`src/rtl/timing_pkg.sv`:
```
// Shared types and defaults for the timing-error recovery block.
package timing_pkg;
   typedef enum logic [1:0] {RUN, STALL, FAIL} state_t;

   localparam int COUNT_W           = 16;
   localparam int W_DEF             = 8;
   localparam int STALL_CYC_DEF     = 1;
   localparam int ERR_LIMIT_DEF     = 4;
endpackage

```
`src/rtl/timing_err_recovery_sat_counter.sv`:
```
// Saturating up-counter with synchronous clear; clear takes priority over inc.
module sat_counter #(
   parameter int WIDTH = 16
) (
   input  logic             clk,
   input  logic             rst_n,
   input  logic             inc,
   input  logic             clr,
   output logic [WIDTH-1:0] count
);
   logic sat;
   assign sat = &count;

   always_ff @(posedge clk or negedge rst_n) begin
      if (!rst_n)
         count <= '0;
      else if (clr)
         count <= '0;
      else if (inc && !sat)
         count <= count + 1'b1;
   end
endmodule

```
`src/rtl/timing_err_recovery.sv`:
```
// Razor-style capture monitor: forwards shadow data on mismatch, stalls upstream,
// and gives up (sticky fail) after ERR_LIMIT consecutive corrected errors.
module timing_err_recovery
   import timing_pkg::*;
#(
   parameter int W         = W_DEF,
   parameter int STALL_CYC = STALL_CYC_DEF,
   parameter int ERR_LIMIT = ERR_LIMIT_DEF
) (
   input  logic               clk,
   input  logic               rst_n,
   input  logic               in_valid,
   input  logic [W-1:0]       main_d,
   input  logic [W-1:0]       shadow_d,
   input  logic               err_clr,
   output logic [W-1:0]       out_data,
   output logic               out_valid,
   output logic               stall,
   output logic               err_pulse,
   output logic [COUNT_W-1:0] err_count,
   output logic               fail
);
   localparam logic [3:0] STALL_LOAD = 4'(STALL_CYC - 1);
   localparam logic [3:0] LIMIT      = 4'(ERR_LIMIT);

   state_t     state;
   logic [3:0] cons_cnt;
   logic [3:0] stall_cnt;
   logic [3:0] cons_nxt;
   logic       mismatch;
   logic       err_inc;

   assign mismatch = (main_d != shadow_d);
   assign cons_nxt = cons_cnt + 4'd1;
   // Clear beats a same-cycle mismatch, so the count only moves when err_clr is low.
   assign err_inc  = !err_clr && (state == RUN) && in_valid && mismatch;

   sat_counter #(.WIDTH(COUNT_W)) u_err_cnt (
      .clk   (clk),
      .rst_n (rst_n),
      .inc   (err_inc),
      .clr   (err_clr),
      .count (err_count)
   );

   always_ff @(posedge clk or negedge rst_n) begin
      if (!rst_n) begin
         state     <= RUN;
         cons_cnt  <= '0;
         stall_cnt <= '0;
         out_data  <= '0;
         out_valid <= 1'b0;
         stall     <= 1'b0;
         err_pulse <= 1'b0;
         fail      <= 1'b0;
      end else if (err_clr) begin
         state     <= RUN;
         cons_cnt  <= '0;
         stall_cnt <= '0;
         out_valid <= 1'b0;
         stall     <= 1'b0;
         err_pulse <= 1'b0;
         fail      <= 1'b0;
      end else begin
         case (state)
            RUN: begin
               err_pulse <= 1'b0;
               out_valid <= in_valid;
               stall     <= 1'b0;
               if (in_valid) begin
                  if (!mismatch) begin
                     out_data <= main_d;
                     cons_cnt <= '0;
                  end else begin
                     out_data  <= shadow_d;
                     err_pulse <= 1'b1;
                     stall     <= 1'b1;
                     cons_cnt  <= cons_nxt;
                     if (cons_nxt == LIMIT) begin
                        state <= FAIL;
                        fail  <= 1'b1;
                     end else begin
                        state     <= STALL;
                        stall_cnt <= STALL_LOAD;
                     end
                  end
               end
            end
            // The corrected-sample cycle is the first stall cycle.
            STALL: begin
               out_valid <= 1'b0;
               err_pulse <= 1'b0;
               if (stall_cnt == 4'd0) begin
                  state <= RUN;
                  stall <= 1'b0;
               end else begin
                  stall_cnt <= stall_cnt - 4'd1;
               end
            end
            FAIL: begin
               out_valid <= 1'b0;
               err_pulse <= 1'b0;
               stall     <= 1'b1;
               fail      <= 1'b1;
            end
            default: state <= RUN;
         endcase
      end
   end
endmodule

```
`config.mk`:
```
export PLATFORM = sky130hd
export DESIGN_NAME = timing_err_recovery
export DESIGN_NICKNAME = d
export VERILOG_FILES = /design/src/rtl/timing_pkg.sv /design/src/rtl/timing_err_recovery_sat_counter.sv /design/src/rtl/timing_err_recovery.sv
export SDC_FILE = /design/constraint.sdc
export NUM_CORES = 1
export LEC_CHECK = 0
export ABC_AREA = 0
export CAP_MARGIN = 0
export CORE_MARGIN = 2
export CORE_UTILIZATION = 51
export CTS_CLUSTER_DIAMETER = 60
export DETAILED_ROUTE_END_ITERATION = 10
export GPL_TIMING_DRIVEN = 1
export MAX_ROUTING_LAYER = met4
export PLACE_DENSITY_LB_ADDON = 0.08
export SLEW_MARGIN = 10
export SYNTH_ARGS = -nofsm -noshare
export SYNTH_HDL_FRONTEND = slang
export SYNTH_SLANG_ARGS = --single-unit
```
`constraint.sdc`:
```
create_clock -name clk -period 2.5 [get_ports clk]
set_input_delay 0.375 -clock clk [delete_from_list [all_inputs] [get_ports clk]]
set_output_delay 0.375 -clock clk [all_outputs]
set_load 0.05 [all_outputs]
```
==> results_dict.tcl <==
set metrics [dict create \
    end_kind "register" \
    grtUsageTotal 0.219 \
    worst-path-buf-inv 2 \
    num_rows 24 \
    tightest_slew_ns 0.857 \
    die-area_mm2 0.00518 \
    startpoint_type "register" \
    ff_latch_area_um2 951 \
    syn-num-nets 256 \
    avgSynthCellArea_um2 10.3 \
    synthFlopType "dfrtp_1" \
    maxSlewViolCount 0 \
    setup_viol 0 \
    cts_tree "yes" \
    die_height_um 72.0 \
    grt_pass1_wl_um 8810 \
    worstPathCellList "inv_1 > ha_1 > and2b_1 > and2_1 > o21ai_1 > buf_4 > nor4_1 > mux2_2" \
    portBuffers 47 \
    hp-class "input pin to asynchronous set/reset pin" \
    fin_skew_ns 0.00591 \
    grt_pass1_vias 1901 \
    grt_max_degree 39 \
    postCtsSetupRepairBufs 0 \
    first_pass_iters 5 \
    ff2ff_setup_slack_ns 0.36 \
    synthXorXnorAreaFrac 0.0335 \
    setup_tns_ns 0 \
    clkSinkCount 38 \
    fin_crit_sh 0.854 \
    crit_required_ns 2.68 \
    clock.fmax_ghz 0.468 \
    synthMuxAreaShare 0.0691 \
    ctsLongestPathBuffers 2 \
    layout_commonest_cell "clkdlybuf4s50_1" \
    clk_transition_reported_paths_ns 0.08 \
    leakagePower_nw 1.19 \
    drc_errors 0 \
    dpl.cell_count 325 \
    synth_edf_count 0 \
    relSlewSlack 0.429 \
    ys_seq_area_frac 0.404 \
    gr-total-overflow 0 \
    reg2reg_depth 8 \
    timing.final.ws_setup_ns 0.364 \
    synthesis.area_mm2 0.00235 \
    power-per-cell-area_mw_per_mm2 508 \
    final_antenna_net_count 0 \
    place_ws_ns 0.194 \
    layout.cells.non_filler 333 \
    synth_top_family_by_area "compound AO/OA/AOI/OAI gates" \
    path_class "register to register" \
    antenna_found_initial 0 \
    fin_hold_ws_ns 0.194 \
    ys_types 60 \
    r2r_start "state[0]$_DFFE_PN0P_" \
    synth_simple_gate_area_frac 0.200 \
    cp_slowest_stage_delay_ns 0.44 \
    root_buffer "clkbuf_8" \
    arrival_ns 2.31 \
    synthAdderAreaFrac 0.0425 \
    ctsResizeCount 0 \
    reg2reg_to "u_err_cnt.count[12]$_DFFE_PN0P_" \
    synthToLayoutAreaGrowth_pct 26.9 \
    gp_congestion 0.804 \
    ios 48 \
    yosys_warnings 0 \
    min_period_ns 2.14 \
    via_per_inst 6.07 \
    multi_input_area_mm2 0.00130 \
    nNetsFinal 308 \
    coreArea_mm2 0.00441 \
    fillers 363 \
    netlist_instances 228 \
    drive_gt1_frac 0.142 \
    drt_iter0_markers 84 \
    synth_compound_area_frac 0.206 \
    synthArstFlopShare 1.00 \
    fp.dieW_um 72.0 \
    yosys_register_bits 38 \
    postCtsHoldBufs 0 \
    vias 2020 \
    finalHoldViolCount 0 \
    n_antenna_cell 0 \
    hpwlAfterDp_um 3730 \
    slowest_stage "dfrtp_1" \
    grt_setup_unrepaired "false" \
    h-tree-depth 2 \
    worst-path-max-fanout 12 \
    cpLargestDelayFamily "simple AND/OR/NAND/NOR gates" \
    wirelength_um 5170 \
    status "finished clean" \
    start_util 0.533 \
    clock_latency_ns 0.29 \
    cts_buffers 5 \
    worst-path-stages 8 \
    wl_per_cell_um 15.5 \
    utilization 0.677 \
    maxCapViolCount 0 \
    ir_drop_mv 0.260 \
    final_cell_mix "46 x clkdlybuf4s50_1, 38 x dfrtp_1, 17 x nand2_1, 11 x inv_1, 10 x buf_4" \
]
[per-layer routing]
layer | vias to the layer above | wire length, µm | global-route usage
li1 | 975 | - | -
met1 | 968 | 2410 | 0.295
met2 | 72 | 2370 | 0.344
met3 | 5 | 366 | 0.0458
met4 | 0 | 33 | 0.0503
met5 | - | 0 | -
[worst max path at each step]
stage	from	end	slack, ns
floorplan	state[0]$_DFFE_PN0P_	u_err_cnt.count[13]$_DFFE_PN0P_	0.46
global placement	err_clr	u_err_cnt.count[12]$_DFFE_PN0P_	0.22
detailed placement	err_clr	u_err_cnt.count[12]$_DFFE_PN0P_	0.19
CTS	state[0]$_DFFE_PN0P_	u_err_cnt.count[12]$_DFFE_PN0P_	0.35
global route	state[0]$_DFFE_PN0P_	u_err_cnt.count[6]$_DFFE_PN0P_	0.17
finish	state[0]$_DFFE_PN0P_	u_err_cnt.count[12]$_DFFE_PN0P_	0.36
[cells in the mapped netlist (2+ instances only)]
| master | count | area share |
|---|---|---|
| o21bai_1 | 2 | 0.0064 |
| o311ai_0 | 7 | 0.026 |
| mux2_2 | 9 | 0.043 |
| nand3_1 | 8 | 0.017 |
| nor2b_1 | 3 | 0.0080 |
| xnor2_1 | 8 | 0.030 |
| a21oi_1 | 9 | 0.019 |
| nand3b_1 | 2 | 0.0064 |
| nor3b_1 | 2 | 0.0064 |
| a22o_1 | 2 | 0.0074 |
| dfrtp_1 | 38 | 0.40 |
| nor2_1 | 8 | 0.013 |
| and4_1 | 3 | 0.011 |
| o31ai_1 | 4 | 0.013 |
| a31oi_1 | 2 | 0.0053 |
| or4_1 | 5 | 0.016 |
| nand2_1 | 17 | 0.027 |
| o21a_1 | 2 | 0.0064 |
| buf_2 | 2 | 0.0043 |
| buf_4 | 5 | 0.016 |
| o211ai_1 | 2 | 0.0064 |
| mux2i_1 | 5 | 0.021 |
| clkbuf_1 | 5 | 0.0080 |
| inv_1 | 11 | 0.018 |
| nor4_1 | 3 | 0.0080 |
| o41ai_1 | 5 | 0.019 |
| or2_2 | 3 | 0.0080 |
| a21o_1 | 2 | 0.0064 |
| ha_1 | 8 | 0.043 |
| nor3_1 | 8 | 0.017 |
| o21ai_0 | 9 | 0.019 |
[metrics by stage]
stage	total power [mW]	instance area (µm²)
after floorplan	0.936	2350
after global placement	1.08	2890
after detailed placement	1.09	2890
after CTS	1.54	2990
after global routing	1.58	2990
final	1.52	2990
[power breakdown]
group / total (mW) / switching (mW) / internal [mW]
registers: 0.678 / 0.0250 / 0.653
logic: 0.393 / 0.239 / 0.154
clock network: 0.446 / 0.225 / 0.222
total: 1.52 / 0.489 / 1.03
[logic make-up after synthesis]
| family | after synthesis |
|---|---|
| fa+ha+maj | 8 |
| simple gates | 75 |
| buf+inv | 23 |
| flops | 38 |
| xor+xnor | 9 |
| compound gates | 60 |
| mux | 15 |
[sequential cells by signal (all words and copies together) (netlist names), 2 cells and up]
signal           count
out_data             8
u_err_cnt.count     16
cons_cnt             4
state                2
stall_cnt            4
[layout make-up]
| class | instances | area share |
|---|---|---|
| clock inverters | 2 | 0.00419 |
| repair buffers | 57 | 0.181 |
| multi-input cells | 167 | 0.434 |
| well taps | 52 | 0.0218 |
| clock buffers | 6 | 0.0276 |
| flip-flops and latches | 38 | 0.318 |
| inverters | 11 | 0.0138 |
Power figures use the tool's default switching activity.
